**src/rtl/alu_pkg.sv**
```systemverilog
`default_nettype none
// ============================================================================
//  Module      : alu_pkg
//  Description : Shared opcode map, FSM state encoding and flag bundle for
//                the multicycle ALU and its iterative divider.
//  Revision    : 1.0 - initial release
// ============================================================================
package alu_pkg;

    // Opcode map; values 10..15 are treated as illegal by the datapath
    typedef enum logic [3:0] {
        OP_ADD = 4'd0,
        OP_SUB = 4'd1,
        OP_MUL = 4'd2,
        OP_DIV = 4'd3,
        OP_MOD = 4'd4,
        OP_SHL = 4'd5,
        OP_SHR = 4'd6,
        OP_AND = 4'd7,
        OP_OR  = 4'd8,
        OP_XOR = 4'd9
    } alu_op_t;

    // Handshake FSM encoding
    localparam logic [1:0] ST_IDLE   = 2'd0;
    localparam logic [1:0] ST_DIVIDE = 2'd1;
    localparam logic [1:0] ST_DONE   = 2'd2;

    // Condition flags, packed in {z,n,c,v} order
    typedef struct packed {
        logic z;
        logic n;
        logic c;
        logic v;
    } alu_flags_t;

endpackage
`default_nettype wire

```
**src/rtl/alu_divider.sv**
```systemverilog
`default_nettype none
// ============================================================================
//  Module      : alu_divider
//  Description : Unsigned restoring divider, one quotient bit per cycle.
//                'done' is asserted during the final iteration cycle and
//                quot/rem then carry the values being written that edge.
//  Revision    : 1.0 - initial release
// ============================================================================
module alu_divider #(
    parameter int WIDTH = 4,
    parameter int CNTW  = $clog2(WIDTH)
) (
    input  logic             clk,
    input  logic             rst_n,
    input  logic             start,
    input  logic [WIDTH-1:0] dividend,
    input  logic [WIDTH-1:0] divisor,
    output logic             busy,
    output logic             done,
    output logic [WIDTH-1:0] quot,
    output logic [WIDTH-1:0] rem
);

    logic [WIDTH-1:0] r_quot;
    logic [WIDTH-1:0] r_rem;
    logic [WIDTH-1:0] r_div;
    logic [CNTW-1:0]  r_cnt;
    logic             r_busy;

    logic [WIDTH:0]   w_rem_sh;
    logic             w_ge;
    logic [WIDTH-1:0] w_rem_sub;
    logic [WIDTH-1:0] w_rem_nx;
    logic [WIDTH-1:0] w_quot_nx;
    logic             w_last;

    // One restoring step: shift in next dividend bit, subtract if it fits.
    // The difference is taken modulo 2^WIDTH since a successful subtract
    // always leaves a remainder smaller than the divisor.
    always_comb begin
        w_rem_sh  = {r_rem, r_quot[WIDTH-1]};
        w_ge      = (w_rem_sh >= {1'b0, r_div});
        w_rem_sub = w_rem_sh[WIDTH-1:0] - r_div;
        w_rem_nx  = w_ge ? w_rem_sub : w_rem_sh[WIDTH-1:0];
        w_quot_nx = {r_quot[WIDTH-2:0], w_ge};
    end

    assign w_last = r_busy && (r_cnt == CNTW'(WIDTH - 1));
    assign busy   = r_busy;
    assign done   = w_last;
    assign quot   = w_quot_nx;
    assign rem    = w_rem_nx;

    // Load operands on start, then iterate WIDTH times
    always_ff @(posedge clk) begin
        if (!rst_n) begin
            r_busy <= 1'b0;
            r_cnt  <= '0;
            r_quot <= '0;
            r_rem  <= '0;
            r_div  <= '0;
        end else if (start && !r_busy) begin
            r_busy <= 1'b1;
            r_cnt  <= '0;
            r_quot <= dividend;
            r_rem  <= '0;
            r_div  <= divisor;
        end else if (r_busy) begin
            r_quot <= w_quot_nx;
            r_rem  <= w_rem_nx;
            r_cnt  <= r_cnt + CNTW'(1);
            if (w_last) begin
                r_busy <= 1'b0;
            end
        end
    end

endmodule
`default_nettype wire

```
**src/rtl/alu_multicycle.sv**
```systemverilog
`default_nettype none
// ============================================================================
//  Module      : alu_multicycle
//  Description : Registered ALU with valid/ready handshakes. Single-cycle ops
//                resolve at accept; DIV/MOD with a non-zero divisor run the
//                iterative divider for WIDTH cycles.
//  Revision    : 1.0 - initial release
// ============================================================================
module alu_multicycle
    import alu_pkg::*;
#(
    parameter int WIDTH = 4
) (
    input  logic             clk,
    input  logic             rst_n,
    input  logic             in_valid,
    output logic             in_ready,
    input  logic [WIDTH-1:0] a,
    input  logic [WIDTH-1:0] b,
    input  logic [3:0]       op_code,
    output logic             out_valid,
    input  logic             out_ready,
    output logic [WIDTH-1:0] result,
    output logic [WIDTH-1:0] result_hi,
    output logic             z_flag,
    output logic             n_flag,
    output logic             c_flag,
    output logic             v_flag,
    output logic             err
);

    localparam int SHW = $clog2(WIDTH);

    logic [1:0]       r_state;
    logic [3:0]       r_op;
    logic [WIDTH-1:0] r_result;
    logic [WIDTH-1:0] r_result_hi;
    alu_flags_t       r_flags;
    logic             r_err;

    logic [WIDTH:0]     w_sum;
    logic [WIDTH:0]     w_diff;
    logic [2*WIDTH-1:0] w_prod;
    logic [WIDTH:0]     w_shl;
    logic [WIDTH:0]     w_shr;
    logic [WIDTH-1:0]   w_res;
    logic [WIDTH-1:0]   w_hi;
    logic               w_c;
    logic               w_v;
    logic               w_err;
    alu_flags_t         w_flags;
    logic               w_is_div;
    logic               w_b_zero;
    logic               w_accept;

    logic               w_div_start;
    logic               w_div_busy;
    logic               w_div_done;
    logic [WIDTH-1:0]   w_div_quot;
    logic [WIDTH-1:0]   w_div_rem;
    logic [WIDTH-1:0]   w_div_res;
    alu_flags_t         w_div_flags;

    assign w_accept    = in_valid && (r_state == ST_IDLE);
    assign w_is_div    = (op_code == OP_DIV) || (op_code == OP_MOD);
    assign w_b_zero    = (b == '0);
    assign w_div_start = w_accept && w_is_div && !w_b_zero && !w_div_busy;

    alu_divider #(
        .WIDTH (WIDTH),
        .CNTW  (SHW)
    ) u_divider (
        .clk      (clk),
        .rst_n    (rst_n),
        .start    (w_div_start),
        .dividend (a),
        .divisor  (b),
        .busy     (w_div_busy),
        .done     (w_div_done),
        .quot     (w_div_quot),
        .rem      (w_div_rem)
    );

    // Single-cycle datapath; shifts use a guard bit to capture the carry-out
    always_comb begin
        w_sum  = {1'b0, a} + {1'b0, b};
        w_diff = {1'b0, a} - {1'b0, b};
        w_prod = {{WIDTH{1'b0}}, a} * {{WIDTH{1'b0}}, b};
        w_shl  = {1'b0, a} << b;
        w_shr  = {a, 1'b0} >> b;
        w_res  = '0;
        w_hi   = '0;
        w_c    = 1'b0;
        w_v    = 1'b0;
        w_err  = 1'b0;
        case (op_code)
            OP_ADD: begin
                w_res = w_sum[WIDTH-1:0];
                w_c   = w_sum[WIDTH];
                w_v   = (a[WIDTH-1] == b[WIDTH-1]) && (w_sum[WIDTH-1] != a[WIDTH-1]);
            end
            OP_SUB: begin
                w_res = w_diff[WIDTH-1:0];
                w_c   = w_diff[WIDTH];
                w_v   = (a[WIDTH-1] != b[WIDTH-1]) && (w_diff[WIDTH-1] != a[WIDTH-1]);
            end
            OP_MUL: begin
                w_res = w_prod[WIDTH-1:0];
                w_hi  = w_prod[2*WIDTH-1:WIDTH];
                w_c   = (w_hi != '0);
                w_v   = (w_hi != '0);
            end
            // Only the divide-by-zero case resolves here
            OP_DIV: begin
                w_res = '1;
                w_err = w_b_zero;
            end
            OP_MOD: begin
                w_res = a;
                w_err = w_b_zero;
            end
            OP_SHL: begin
                w_res = w_shl[WIDTH-1:0];
                w_c   = w_shl[WIDTH];
            end
            OP_SHR: begin
                w_res = w_shr[WIDTH:1];
                w_c   = w_shr[0];
            end
            OP_AND: w_res = a & b;
            OP_OR:  w_res = a | b;
            OP_XOR: w_res = a ^ b;
            default: w_err = 1'b1;
        endcase
        w_flags = '{z: (w_res == '0), n: w_res[WIDTH-1], c: w_c, v: w_v};
    end

    // Divider result selection and its flags
    always_comb begin
        w_div_res   = (r_op == OP_DIV) ? w_div_quot : w_div_rem;
        w_div_flags = '{z: (w_div_res == '0), n: w_div_res[WIDTH-1], c: 1'b0, v: 1'b0};
    end

    // Handshake FSM and output registers
    always_ff @(posedge clk) begin
        if (!rst_n) begin
            r_state     <= ST_IDLE;
            r_op        <= '0;
            r_result    <= '0;
            r_result_hi <= '0;
            r_flags     <= '0;
            r_err       <= 1'b0;
        end else begin
            case (r_state)
                ST_IDLE: begin
                    if (in_valid) begin
                        r_op <= op_code;
                        if (w_is_div && !w_b_zero) begin
                            r_state <= ST_DIVIDE;
                        end else begin
                            r_state     <= ST_DONE;
                            r_result    <= w_res;
                            r_result_hi <= w_hi;
                            r_flags     <= w_flags;
                            r_err       <= w_err;
                        end
                    end
                end
                ST_DIVIDE: begin
                    if (w_div_done) begin
                        r_state     <= ST_DONE;
                        r_result    <= w_div_res;
                        r_result_hi <= '0;
                        r_flags     <= w_div_flags;
                        r_err       <= 1'b0;
                    end
                end
                ST_DONE: begin
                    if (out_ready) begin
                        r_state <= ST_IDLE;
                    end
                end
                default: r_state <= ST_IDLE;
            endcase
        end
    end

    assign in_ready  = (r_state == ST_IDLE);
    assign out_valid = (r_state == ST_DONE);
    assign result    = r_result;
    assign result_hi = r_result_hi;
    assign z_flag    = r_flags.z;
    assign n_flag    = r_flags.n;
    assign c_flag    = r_flags.c;
    assign v_flag    = r_flags.v;
    assign err       = r_err;

endmodule
`default_nettype wire

```
**config.mk**
```make
export PLATFORM = sky130hd
export DESIGN_NAME = alu_multicycle
export DESIGN_NICKNAME = d
export VERILOG_FILES = /design/src/rtl/alu_pkg.sv /design/src/rtl/alu_divider.sv /design/src/rtl/alu_multicycle.sv
export SDC_FILE = /design/constraint.sdc
export NUM_CORES = 1
export LEC_CHECK = 0
export ABC_AREA = 1
export CAP_MARGIN = 5
export CELL_PAD_IN_SITES_DETAIL_PLACEMENT = 1
export CELL_PAD_IN_SITES_GLOBAL_PLACEMENT = 1
export CORE_MARGIN = 2
export CORE_UTILIZATION = 44
export CTS_BUF_LIST = sky130_fd_sc_hd__clkbuf_16
export CTS_CLUSTER_SIZE = 12
export DETAILED_ROUTE_END_ITERATION = 10
export PLACE_DENSITY_LB_ADDON = 0.1
export SLEW_MARGIN = 20
export SYNTH_ARGS = -nofsm -noshare
export SYNTH_HDL_FRONTEND = slang
export SYNTH_SLANG_ARGS = --single-unit
```
**constraint.sdc**
```tcl
create_clock -name clk -period 7.7 [get_ports clk]
set_clock_uncertainty 0.15 [all_clocks]
set_input_delay 1.54 -clock clk [delete_from_list [all_inputs] [get_ports clk]]
set_output_delay 1.54 -clock clk [all_outputs]
set_load 0.01 [all_outputs]
```
==> results.sh <==
export IMPL_synth_ff_type="dfxtp_1"
export IMPL_relSlewSlack_pct=53.8
export IMPL_setup_slack_ns=2.65
export IMPL_pin_count=31
export IMPL_fp_dieH_um=87.3
export IMPL_drt_total_wl_um=9830
export IMPL_insertion_delay_ns=0.28
export IMPL_start_util_pct=45.1
export IMPL_tns_ns=0
export IMPL_timing_final_hold_violations=0
export IMPL_power_frac_clock_pct=37.6
export IMPL_syn_nets=537
export IMPL_coreArea_um2=6760
export IMPL_worstSetupPathType="input pin to flip-flop"
export IMPL_ys_top_cells_by_count="nand2_1, inv_1, nand3_1"
export IMPL_hp_class="flip-flop to flip-flop"
export IMPL_dr_pass1_iters=4
export IMPL_port_buffers=30
export IMPL_cts_setup_buffers=0
export IMPL_num_vias=3247
export IMPL_globalplace_congestion=0.942
export IMPL_cts_hold_buf=0
export IMPL_grt_pass1_vias=3384
export IMPL_cp_start_kind="input pin"
export IMPL_grt_start_max_net_pins=19
export IMPL_routedWlPerCell_um=16.5
export IMPL_async_flop_share_pct=0
export IMPL_die_area_um2=7620
export IMPL_syn_area_per_cell_um2=6.30
export IMPL_synth_edf_count=0
export IMPL_final_cells=594
export IMPL_ctsResizeCount=0
export IMPL_final_max_slew_viol_count=0
export IMPL_htree_num_levels=2
export IMPL_rsz0062_at_grt="false"
export IMPL_antenna_cells=0
export IMPL_ys_seq_area_share_pct=21.7
export IMPL_synth_area_top_cells="dfxtp_1, nand2_1, ha_1"
export IMPL_cts_root_buf="clkbuf_16"
export IMPL_endpoint_kind="flip-flop"
export IMPL_power_density_nw_per_um2=167
export IMPL_antenna_found_initial=0
export IMPL_outcome="complete, no violations"
export IMPL_die_w_um=87.3
export IMPL_syn_inst=484
export IMPL_drive_above_1_share_pct=5.25
export IMPL_preCtsSetupSlack_ns=2.38
export IMPL_vias_per_cell=5.47
export IMPL_cts_buffer_depth=2
export IMPL_nNetsFinal=566
export IMPL_synth_most_common_cell="nand2_1"
export IMPL_area_growth_pct=17.0
export IMPL_peakVddDrop_mv=0.0746
export IMPL_p_leak_nw=1.83
export IMPL_clk_pin_slew_worst_paths_ns=0.05
export IMPL_p_int_uw=398
export IMPL_combPwrFrac_pct=30.7
export IMPL_ys_warn_count=0
export IMPL_drt_iter0_markers=109
export IMPL_synth_cell_types=35
export IMPL_worstMarginPinSlew_ns=0.691
export IMPL_overflow=0
export IMPL_dp_hpwl_um=7830
export IMPL_cts_buffers=5
export IMPL_fillCellCount=937
export IMPL_finalSetupViolCount=0
export IMPL_layout_min_cycle_time_ns=5.05
export IMPL_final_period_utilization_pct=65.6
export IMPL_crit_required_ns=7.70
export IMPL_drc=0
export IMPL_syn_area_um2=3050
export IMPL_grtUsageTotal_pct=27.7
export IMPL_synth_seq_cells=33
export IMPL_clock_sinks=33
export IMPL_synth_top_area_share_pct=21.7
export IMPL_ant_nets=0
export IMPL_cts_tree="done"
export IMPL_maxCapViolCount=0
export IMPL_grt_pass1_wl_um=16300
export IMPL_cp_data_arrival_time_ns=5.05
export IMPL_num_rows=30
export IMPL_timing_hold_ws_ns=0.311
export IMPL_p_switching_uw=197
export IMPL_critPathMaxFanout=17
export IMPL_synth_largest_area_cell="dfxtp_1"
export IMPL_p_sw_share_pct=33.1
export IMPL_dp_cells=586
export IMPL_seq_power_share_pct=31.7
export IMPL_timing_fmax_mhz=198
## worst max-delay path: stages
cell and delay, ns:
clkdlybuf4s50_1 0.88, nand2_1 0.15, fa_1 0.51, inv_1 0.05
fa_1 0.55, inv_1 0.07, fa_1 0.45, nand3b_1 0.20
nand3_1 0.13, nand3_1 0.08, nor2_1 0.10, nand2_1 0.06
nand2_1 0.08, nand2_1 0.05, nand2_1 0.07, a21oi_1 0.05
## state kept, by name, summed over array words and instances (netlist names)
register          count
u_divider.busy        1
c_flag                1
result                4
err                   1
u_divider.r_div       4
result_hi             4
u_divider.r_rem       4
v_flag                1
u_divider.r_quot      4
u_divider.r_cnt       2
r_op                  4
r_state               2
z_flag                1
## final cells by class
cell class	instances	area, µm²	share of cell area, %
sequential	33	661	18.5
inverter	74	290	8.13
clock inverter	3	37.5	1.05
timing repair buffer	30	300	8.41
tap	80	100	2.80
clock buffer	5	125	3.51
multi-input combinational	369	2060	57.6
## final timing paths
kind                  startpoint  slack, ns            to  cells after the start
hold reg to reg     result_hi[2]       0.31  result_hi[2]                      2
setup / recovery            b[1]       2.65        c_flag                     16
setup reg to reg  u_divider.busy       5.13  result_hi[0]                      9
hold / removal      result_hi[2]       0.31  result_hi[2]                      2
## power groups by stage
stage	clock network (mW)	logic, mW	registers [mW]
after floorplan	0	0.117	0.193
after global placement	0	0.173	0.192
after detailed placement	0	0.180	0.192
after CTS	0.224	0.182	0.189
after global routing	0.233	0.206	0.190
final	0.224	0.182	0.189
## layout by cell type, fill, tap and decap left out, drive strengths merged, types with 5 or more instances in the layout
master,count
a21oi,38
inv,72
clkbuf,5
fa,7
dfxtp,33
ha,30
nand3,53
nor2,51
o21ai,21
clkdlybuf4s50,30
nand2,141
## routing by layer
metal	part of all wire, %	up-vias	wire (µm)	GRT usage (%)
li1	-	1614	-	-
met1	43	1549	4210	32.5
met2	51	59	5000	50.1
met3	2.5	25	246	2.94
met4	3.8	0	375	12.6
met5	0	-	0	0
## cells by family after synthesis
| family | count (synthesis) | synth area share, % |
|---|---|---|
| AO/OA/AOI/OAI | 72 | 12.8 |
| XOR/XNOR | 6 | 1.72 |
| adder cells (fa/ha/maj) | 37 | 16.9 |
| buffers and inverters | 82 | 11.0 |
| flip-flops | 33 | 21.7 |
| AND/OR/NAND/NOR | 254 | 35.9 |
## stage by stage
step	instance area (µm²)	utilization (%)	total power [mW]
after CTS	3570	52.8	0.595
after global routing	3570	52.8	0.629
after detailed placement	3410	50.4	0.372
after global placement	3410	50.4	0.365
after floorplan	3050	-	0.309
final	3570	52.8	0.595
Power figures use the tool's default switching activity.
